File: config.mk
export PLATFORM = sky130hd
export DESIGN_NAME = mat_softmax_stream
export DESIGN_NICKNAME = d
export VERILOG_FILES = /design/src/rtl/mat_softmax_stream.sv
export SDC_FILE = /design/constraint.sdc
export NUM_CORES = 2
export LEC_CHECK = 0
export ABC_AREA = 1
export BUFFER_PORTS_ARGS = -buffer_cell sky130_fd_sc_hd__clkbuf_2
export CAP_MARGIN = 20
export CORE_UTILIZATION = 25
export DETAILED_ROUTE_END_ITERATION = 6
export MAX_ROUTING_LAYER = met4
export RECOVER_POWER = 25
export REMOVE_ABC_BUFFERS = 1
export SYNTH_ARGS = -nofsm -noshare
export SYNTH_HDL_FRONTEND = slang
export SYNTH_SLANG_ARGS = --single-unit
File: constraint.sdc
create_clock -name clk -period 33.9 [get_ports clk]
set_input_delay 3.39 -clock clk [delete_from_list [all_inputs] [get_ports clk]]
set_output_delay 3.39 -clock clk [all_outputs]
set_load 0.01 [all_outputs]
File: src/rtl/mat_softmax_stream.sv
// mat_softmax_stream: row-wise fixed-point softmax over a ROW_IN x COL_IN matrix using one shared datapath.
// Latency: last input of a row to first out_valid is COL_IN + OUT_FRAC+EXP_FRAC+1 + 1 cycles.
// Backpressure: in_ready only in LOAD (rows never overlap); out_ready=0 holds the output register indefinitely.
module mat_softmax_stream #(
  parameter int INPUT_DATA_WIDTH  = 16,
  parameter int FRAC_IN           = 8,
  parameter int OUTPUT_DATA_WIDTH = 16,
  parameter int OUT_FRAC          = 15,
  parameter int EXP_FRAC          = 15,
  parameter int ROW_IN            = 8,
  parameter int COL_IN            = 8
) (
  input  logic                         clk,
  input  logic                         rst_n,
  input  logic                         in_valid,
  output logic                         in_ready,
  input  logic [INPUT_DATA_WIDTH-1:0]  in_data,
  output logic                         out_valid,
  input  logic                         out_ready,
  output logic [OUTPUT_DATA_WIDTH-1:0] out_data,
  output logic                         out_last_col,
  output logic                         out_last_row,
  output logic                         busy
);
  localparam int IW = INPUT_DATA_WIDTH;
  localparam int OW = OUTPUT_DATA_WIDTH;
  localparam int FT = FRAC_IN + 15;                 // fractional bits of d * log2(e); must be >= EXP_FRAC
  localparam int EW = EXP_FRAC + 1;                 // e is Q1.EXP_FRAC
  localparam int SW = EXP_FRAC + 1 + $clog2(COL_IN);
  localparam int QW = OUT_FRAC + EXP_FRAC + 1;      // dividend 2^(QW-1), one quotient bit per cycle
  localparam int BW = (IW > EW) ? IW : EW;          // buffer holds x first, then e
  localparam int CW = $clog2(COL_IN + 1);
  localparam int AW = $clog2(COL_IN);
  localparam int DW = $clog2(QW);
  localparam int RW = (ROW_IN > 1) ? $clog2(ROW_IN) : 1;
  localparam int TW = IW + 18;
  localparam int PW = BW + QW;

  localparam logic [15:0]          LOG2E    = 16'hB8AA;
  localparam logic [CW-1:0]        COL_LAST = CW'(COL_IN - 1);
  localparam logic [CW-1:0]        COL_END  = CW'(COL_IN);
  localparam logic [RW-1:0]        ROW_LAST = RW'(ROW_IN - 1);
  localparam logic [DW-1:0]        DIV_LAST = DW'(QW - 1);
  localparam logic signed [TW-1:0] SH_MAX   = TW'(EXP_FRAC);

  typedef enum logic [1:0] {S_LOAD, S_EXP, S_DIV, S_NORM} state_t;

  state_t                state_q, state_d;
  logic [CW-1:0]         idx_q, idx_d;
  logic [RW-1:0]         row_q, row_d;
  logic signed [IW-1:0]  max_q, max_d;
  logic [SW-1:0]         sum_q, sum_d;
  logic [SW-1:0]         rem_q, rem_d;
  logic [QW-1:0]         quo_q, quo_d;
  logic [DW-1:0]         dcnt_q, dcnt_d;
  logic                  ov_q, ov_d, lc_q, lc_d, lr_q, lr_d;
  logic [OW-1:0]         od_q, od_d;
  logic [BW-1:0]         row_buf_q [COL_IN];

  logic                  buf_we;
  logic [BW-1:0]         buf_wd, buf_rd;
  logic signed [IW-1:0]  x_s;
  logic signed [IW:0]    d_s;
  logic signed [TW-1:0]  t_s, sh_s;
  logic [EXP_FRAC-1:0]   frac;
  logic [EW-1:0]         e_val;
  logic [SW:0]           rem_sh;
  logic                  ge;
  logic [PW-1:0]         prod, scaled;
  logic [OW-1:0]         out_sat;

  // Shared datapath: exp of buffered element, divider step, normalised output
  always_comb begin
    buf_rd = row_buf_q[idx_q[AW-1:0]];
    x_s    = $signed(buf_rd[IW-1:0]);
    d_s    = {x_s[IW-1], x_s} - {max_q[IW-1], max_q};
    t_s    = d_s * $signed({1'b0, LOG2E});
    sh_s   = -(t_s >>> FT);                         // -floor(t), never negative since d <= 0
    frac   = t_s[FT-1 -: EXP_FRAC];
    if (sh_s > SH_MAX) e_val = '0;
    else               e_val = {1'b1, frac} >> sh_s;
    rem_sh  = {rem_q, (dcnt_q == '0)};              // dividend has a single 1 at its MSB
    ge      = (rem_sh >= {1'b0, sum_q});
    prod    = PW'(buf_rd) * PW'(quo_q);
    scaled  = prod >> EXP_FRAC;
    out_sat = (|scaled[PW-1:OW]) ? '1 : scaled[OW-1:0];
  end

  // FSM next-state, counters and output register control
  always_comb begin
    state_d = state_q;
    idx_d   = idx_q;
    row_d   = row_q;
    max_d   = max_q;
    sum_d   = sum_q;
    rem_d   = rem_q;
    quo_d   = quo_q;
    dcnt_d  = dcnt_q;
    ov_d    = ov_q;
    od_d    = od_q;
    lc_d    = lc_q;
    lr_d    = lr_q;
    buf_we  = 1'b0;
    buf_wd  = BW'(e_val);
    unique case (state_q)
      S_LOAD: begin
        if (in_valid) begin
          buf_we = 1'b1;
          buf_wd = BW'(in_data);
          if (idx_q == '0 || $signed(in_data) > max_q) max_d = $signed(in_data);
          if (idx_q == COL_LAST) begin
            idx_d   = '0;
            sum_d   = '0;
            state_d = S_EXP;
          end else begin
            idx_d = idx_q + 1'b1;
          end
        end
      end
      S_EXP: begin
        buf_we = 1'b1;
        sum_d  = sum_q + SW'(e_val);
        if (idx_q == COL_LAST) begin
          idx_d   = '0;
          rem_d   = '0;
          quo_d   = '0;
          dcnt_d  = '0;
          state_d = S_DIV;
        end else begin
          idx_d = idx_q + 1'b1;
        end
      end
      S_DIV: begin
        rem_d = ge ? SW'(rem_sh - {1'b0, sum_q}) : SW'(rem_sh);
        quo_d = {quo_q[QW-2:0], ge};
        if (dcnt_q == DIV_LAST) state_d = S_NORM;
        else                    dcnt_d  = dcnt_q + 1'b1;
      end
      S_NORM: begin
        if (ov_q && out_ready && lc_q) begin
          ov_d    = 1'b0;
          lc_d    = 1'b0;
          lr_d    = 1'b0;
          idx_d   = '0;
          row_d   = (row_q == ROW_LAST) ? '0 : row_q + 1'b1;
          state_d = S_LOAD;
        end else if ((!ov_q || out_ready) && idx_q != COL_END) begin
          ov_d  = 1'b1;
          od_d  = out_sat;
          lc_d  = (idx_q == COL_LAST);
          lr_d  = (idx_q == COL_LAST) && (row_q == ROW_LAST);
          idx_d = idx_q + 1'b1;
        end else if (ov_q && out_ready) begin
          ov_d = 1'b0;
        end
      end
      default: state_d = S_LOAD;
    endcase
  end

  // State and datapath registers
  always_ff @(posedge clk or negedge rst_n) begin
    if (!rst_n) begin
      state_q <= S_LOAD;
      idx_q   <= '0;
      row_q   <= '0;
      max_q   <= '0;
      sum_q   <= '0;
      rem_q   <= '0;
      quo_q   <= '0;
      dcnt_q  <= '0;
      ov_q    <= 1'b0;
      od_q    <= '0;
      lc_q    <= 1'b0;
      lr_q    <= 1'b0;
    end else begin
      state_q <= state_d;
      idx_q   <= idx_d;
      row_q   <= row_d;
      max_q   <= max_d;
      sum_q   <= sum_d;
      rem_q   <= rem_d;
      quo_q   <= quo_d;
      dcnt_q  <= dcnt_d;
      ov_q    <= ov_d;
      od_q    <= od_d;
      lc_q    <= lc_d;
      lr_q    <= lr_d;
    end
  end

  // Row buffer: raw inputs during LOAD, overwritten in place by exp values during EXP
  always_ff @(posedge clk or negedge rst_n) begin
    if (!rst_n) begin
      for (int i = 0; i < COL_IN; i++) row_buf_q[i] <= '0;
    end else if (buf_we) begin
      row_buf_q[idx_q[AW-1:0]] <= buf_wd;
    end
  end

  assign in_ready     = (state_q == S_LOAD);
  assign out_valid    = ov_q;
  assign out_data     = od_q;
  assign out_last_col = lc_q;
  assign out_last_row = lr_q;
  assign busy         = !(state_q == S_LOAD && idx_q == '0);

endmodule

After elaboration in Yosys (flattened, before gate mapping)
Index checks and enable logic that the tools add are counted.
{"block": "totals", "output_inout_bits": 21, "inputBits": 20, "regBits": 246, "elab_cells": 121}
{"block": "op_classes", "n_eq_ne": 14, "n_addsub": 7, "multipliers": 2, "reduce_logical": 29, "mux": 41, "bitwise": 2, "shifts": 1, "magnitude_cmp": 5}
{"operator": "128-bit bitwise mux", "count": 1}
{"operator": "16-bit two-way mux", "count": 7}
{"operator": "19-bit one-hot mux with 2 select lines", "count": 2}
{"operator": "31-bit one-hot mux with 2 select lines", "count": 1}
{"operator": "19-bit two-way mux", "count": 3}
{"operator": "16-bit binary-select mux with 3-bit select", "count": 1}
{"operator": "16-bit demux with 3-bit select", "count": 1}
{"operator": "16-bit by 31-bit multiplier with 47-bit output", "count": 1}
{"operator": "34-bit by 5-bit greater-than comparator with 1-bit output (second input constant)", "count": 1}
{"operator": "11-bit negator with 34-bit output", "count": 1}
{"operator": "16-bit by 34-bit right shift with 16-bit output", "count": 1}
{"operator": "17-bit by 16-bit multiplier with 33-bit output (second input constant)", "count": 1}
{"operator": "31-bit two-way mux", "count": 1}
{"operator": "20-bit by 19-bit greater-or-equal comparator with 1-bit output", "count": 1}
{"operator": "19-bit by 16-bit adder with 19-bit output", "count": 1}
{"operator": "19-bit subtractor", "count": 1}
{"operator": "16-bit by 16-bit subtractor with 17-bit output", "count": 1}
{"operator": "16-bit greater-than comparator", "count": 1}
{"operator": "4-bit two-way mux", "count": 4}
{"operator": "16-bit OR reduction", "count": 1}
{"operator": "3-bit AND reduction", "count": 5}
{"operator": "4-bit one-hot mux with 3 select lines", "count": 1}
{"operator": "2-bit two-way mux", "count": 5}
{"operator": "5-bit two-way mux", "count": 2}
{"operator": "other kinds (31)", "count": 56}

Depth between registers and ports, before layout
{"block": "depth", "ltp_word": 12, "ltp_mapped": 86, "depth_no_buf": 83}

Worst setup path before layout
Ideal clock, no wire load.
{"block": "synth_timing", "kind": "register to register", "startpoint": "reg idx_q[1]", "endpoint": "reg sum_q[17]", "synth_period_minus_slack_ns": 12.254, "t_required_ns": 33.773, "setup_slack_ns": 21.646, "arrival_time_ns": 12.127, "stages_incl_launch_ff": 76, "cell_sequence": "dfrtp_1 -> buf_2 -> nand3_1 -> inv_1 -> clkbuf_1 -> a22o_1 -> a221oi_1 -> nand2_1 -> clkbuf_1 -> ha_1 -> inv_1 -> o21bai_1 -> a21oi_1 -> o21bai_1 -> a21oi_1 -> o21bai_1 -> a31oi_1 -> xnor2_1 -> (+40 left out) -> a21oi_1 -> inv_1 -> a31oi_1 -> nor2_1 -> nor2_1 -> inv_1 -> a21oi_1 -> inv_1 -> nand3_1 -> o2111ai_1 -> nand2_1 -> nand2_1 -> a21oi_1 -> nor2_1 -> nor2_1 -> nor2_1 -> a21oi_1 -> nor3_1"}
{"block": "synth_via", "elab_chain_len": 11}
{"element": "start: declaration", "line": "49", "source": "logic [CW-1:0] idx_q, idx_d;"}
{"element": "start signal: assignment", "line": "178", "source": "idx_q <= idx_d;"}
{"element": "3-bit inverter with 4-bit output (not written as such)", "line": "74", "source": "buf_rd = row_buf_q[idx_q[AW-1:0]];"}
{"element": "16-bit binary-select mux with 3-bit select", "line": "74"}
{"element": "16-bit two-way mux (not written as such) (2 in a row)", "line": "74"}
{"element": "16-bit by 16-bit subtractor with 17-bit output", "line": "76", "source": "d_s = {x_s[IW-1], x_s} - {max_q[IW-1], max_q};"}
{"element": "17-bit by 16-bit multiplier with 33-bit output", "line": "77", "source": "t_s = d_s * $signed({1'b0, LOG2E});"}
{"element": "11-bit negator with 34-bit output", "line": "78", "source": "sh_s = -(t_s >>> FT);"}
{"element": "34-bit by 5-bit greater-than comparator with 1-bit output / 16-bit by 34-bit right shift with 16-bit output (equally long branches)", "line": "80, 81"}
{"element": "16-bit two-way mux", "line": "80", "source": "if (sh_s > SH_MAX) e_val = '0;"}
{"element": "19-bit by 16-bit adder with 19-bit output", "line": "122", "source": "sum_d = sum_q + SW'(e_val);"}
{"element": "19-bit one-hot mux with 2 select lines", "line": "105", "source": "unique case (state_q)"}
{"element": "end signal: assignment", "line": "181", "source": "sum_q <= sum_d;"}
{"element": "end: declaration", "line": "52", "source": "logic [SW-1:0] sum_q, sum_d;"}
Parallel ways exist; a longest one is shown, timed or not. The select of a mux whose other input is x is not followed.
A chain may end at the register's enable or synchronous reset.

Worst setup path in the final report
{"block": "layout_timing", "startpoint": "reg idx_q[0]", "endpoint": "reg sum_q[11]"}
The elaborated chain is that of the path after synthesis.

==> run summary <==
Post-synth EDFFs -> 0
sequential share of the synthesized area -> 16.8%
chip width -> 385 um
TritonCTS clock tree -> done
Hold Path Class -> flip-flop to flip-flop
routed vias/inst -> 4.67
commonest non-fill, non-tap cell in the layout -> nand2_1
part of the cycle the worst path needs -> 44.0%
synth warn -> 0
antenna violations before repair -> 2
library cells used by synthesis -> 58
pins over their slew limit -> 187
wire length per cell -> 16.1 um
CTS Buf Count -> 29
RSZ-0062 raised after global routing -> no
Setup Fix Bufs, Post-CTS -> 0
PortBufs -> 40
worst hold start -> row_buf_q[68]
CP startpoint -> idx_q[0]
final setup TNS -> 0 ns
Crit. End Element -> flip-flop
layout cells sized above 1 -> 5.00%
CP max-delay cell -> dfrtp_1
Std-Cell Rows -> 140
largest net degree at the start of global routing -> 115
Post-Syn Area -> 0.0367 mm2
Layout Nets -> 5597
vias in the first global route -> 32200
crit path kind -> flip-flop to flip-flop
failing checks -> max-capacitance violations, max-slew violations
most frequent cells in the layout -> nand2_1, inv_1, fa_1, nor2_1, ha_1
synthesized flop and latch total -> 246
WP buf/inv -> 13
FFs w/ async S/R, synth -> 100%
CTS sink cnt -> 246
# resized after CTS -> 0
final wirelength -> 108000 um
Startpoint Class -> flip-flop
Longest Clk Path Bufs -> 3
Max Fanout on Critical Path -> 25
Arr. time, crit path -> 15.45 ns
io pins -> 41
fillcell total -> 15700
gpl congestion -> 0.935
DP Wirelength -> 84600 um
DRC -> 0
initial DRC count -> 2391
Antenna diodes -> 0
core area -> 0.146 mm2
Critical Path Max Stage Delay -> 0.76 ns
Skew-Pair Late Insertion Delay -> 0.62 ns
Post-CTS Hold Buffers -> 0
count of antenna-violating nets left after detailed routing -> 0
Mapped Cells -> 4789
area grow syn2layout -> 9.02%
fmax -> 0.0670 GHz
clk root buf -> clkbuf_16
status -> finished with violations
clk slew on worst S/H paths -> 0.06 ns
Die Height -> 385 um
Final Hold Viols -> 0
R2R Path Start -> idx_q[0]
first-pass GRT wire length -> 176000 um
Max Cap Violations -> 3
count of final setup violators -> 0
Avg Cell Area, Syn -> 7.65 um2
max_slew headroom -> -365%
Initial Util -> 25.2%
H-tree Lvls -> 1
DR pass1 iterations -> 6
GRT Overall Usage -> 15.2%
Final min period -> 14.92 ns
Die Footprint -> 0.148 mm2
total global routing overflow -> 0
top_reg_cell synth -> dfrtp_1
via count -> 31300
CP dominant cell by count -> nand2_1
Worst-Margin Slew -> 6.98 ns
CP required -> 34.43 ns
r2r setup slk -> 18.98 ns
CP top delay family -> simple AND/OR/NAND/NOR gates
Final Skew -> 0.0196 ns
-- path summary, 6_finish.rpt --
path | end | depth (start not counted)
setup reg to reg | sum_q[11] | 74
max in group asynchronous | row_buf_q[42] | 1
setup / recovery | sum_q[11] | 74
min in group asynchronous | out_data[10] | 1
hold / removal | row_buf_q[68] | 2
hold reg to reg | row_buf_q[68] | 2
-- cell families (layout without fill, tap and decap cells) --
kind of cell,count (synthesis),in the layout,synth area share (%)
flops,246,246,16.8
simple gates,1981,1981,22.8
xor+xnor,103,103,2.46
fa+ha+maj,818,818,38.0
mux,2,2,0.0614
buf+inv,1157,1147,11.9
compound gates,482,482,8.00
-- worst register-to-register path, delay by kind of cell (launching register included) --
kind	cells	cell delay [ns]
AOI/OAI and AO/OA	18	3.06
adders and majority gates	11	4.24
xor gates and xnor gates	1	0.17
and+or+nand+nor	31	4.65
buffers and inverters	13	2.00
DFF	1	0.76
-- synthesized netlist by cell type (8+ instances only) --
cell type	n	area share, %
fa_1	492	27
nand3_1	264	3.6
a31oi_1	22	0.38
inv_2	13	0.13
a221oi_1	31	0.74
dfrtp_1	246	17
nor2_1	426	4.4
clkinv_1	14	0.14
xor2_1	64	1.5
nor4_1	8	0.14
or2_2	19	0.32
o21ai_0	115	1.6
buf_1	9	0.092
nor2_2	13	0.22
ha_1	326	11
nand3_2	20	0.55
o21ai_1	23	0.31
nand2_1	1108	11
clkbuf_1	116	1.2
nand2_2	23	0.39
o21a_1	10	0.20
a21oi_1	152	2.1
inv_1	992	10
xnor2_1	39	0.93
o21bai_1	10	0.20
nor3_1	33	0.45
a22o_1	22	0.53
nand4_1	40	0.68
o22ai_1	52	0.89
nand3b_1	10	0.20
buf_2	10	0.14
-- sequential cells by signal (all words and copies together), names as in the netlist --
| signal | count |
|---|---|
| row_buf_q | 128 |
| out_valid | 1 |
| dcnt_q | 5 |
| sum_q | 19 |
| max_q | 16 |
| rem_q | 19 |
| state_q | 2 |
| out_data | 16 |
| out_last_row | 1 |
| idx_q | 4 |
| out_last_col | 1 |
| quo_q | 31 |
| row_q | 3 |
-- metrics by stage --
| step | hold WS [ns] | cell area [um2] | instances | setup WS (ns) | utilization (%) |
|---|---|---|---|---|---|
| after detailed placement | 0.466 | 39000 | 6645 | 19.16 | 26.8 |
| after global placement | 0.462 | 39000 | 6645 | 19.52 | 26.8 |
| after CTS | 0.483 | 40000 | 6696 | 19.10 | 27.5 |
| final | 0.481 | 40000 | 6696 | 18.98 | 27.5 |
| after floorplan | 0.446 | 36100 | 4651 | 20.69 | - |
| after global routing | 0.496 | 40000 | 6696 | 17.52 | 27.5 |
-- cell type report --
cell class / count / area, um2 / share of cell area [%]
inverters: 1019 / 3820 / 9.57
clock inverters: 18 / 223 / 0.557
multi-input cells: 3386 / 26100 / 65.4
repair buffers: 77 / 465 / 1.16
clock buffers: 33 / 761 / 1.90
flip-flops and latches: 246 / 6160 / 15.4
well taps: 1917 / 2400 / 6.00
-- layer usage --
layer  GRT usage (%)  part of all wire, %
met2            24.6                   46
met1            20.3                   45
met4            4.11                  2.8
met3            1.57                  5.7
met5               -                    0
Power is left out: the tool's default activity adds up to more than one toggle a clock period on the data nets, which glitch-free logic cannot reach.
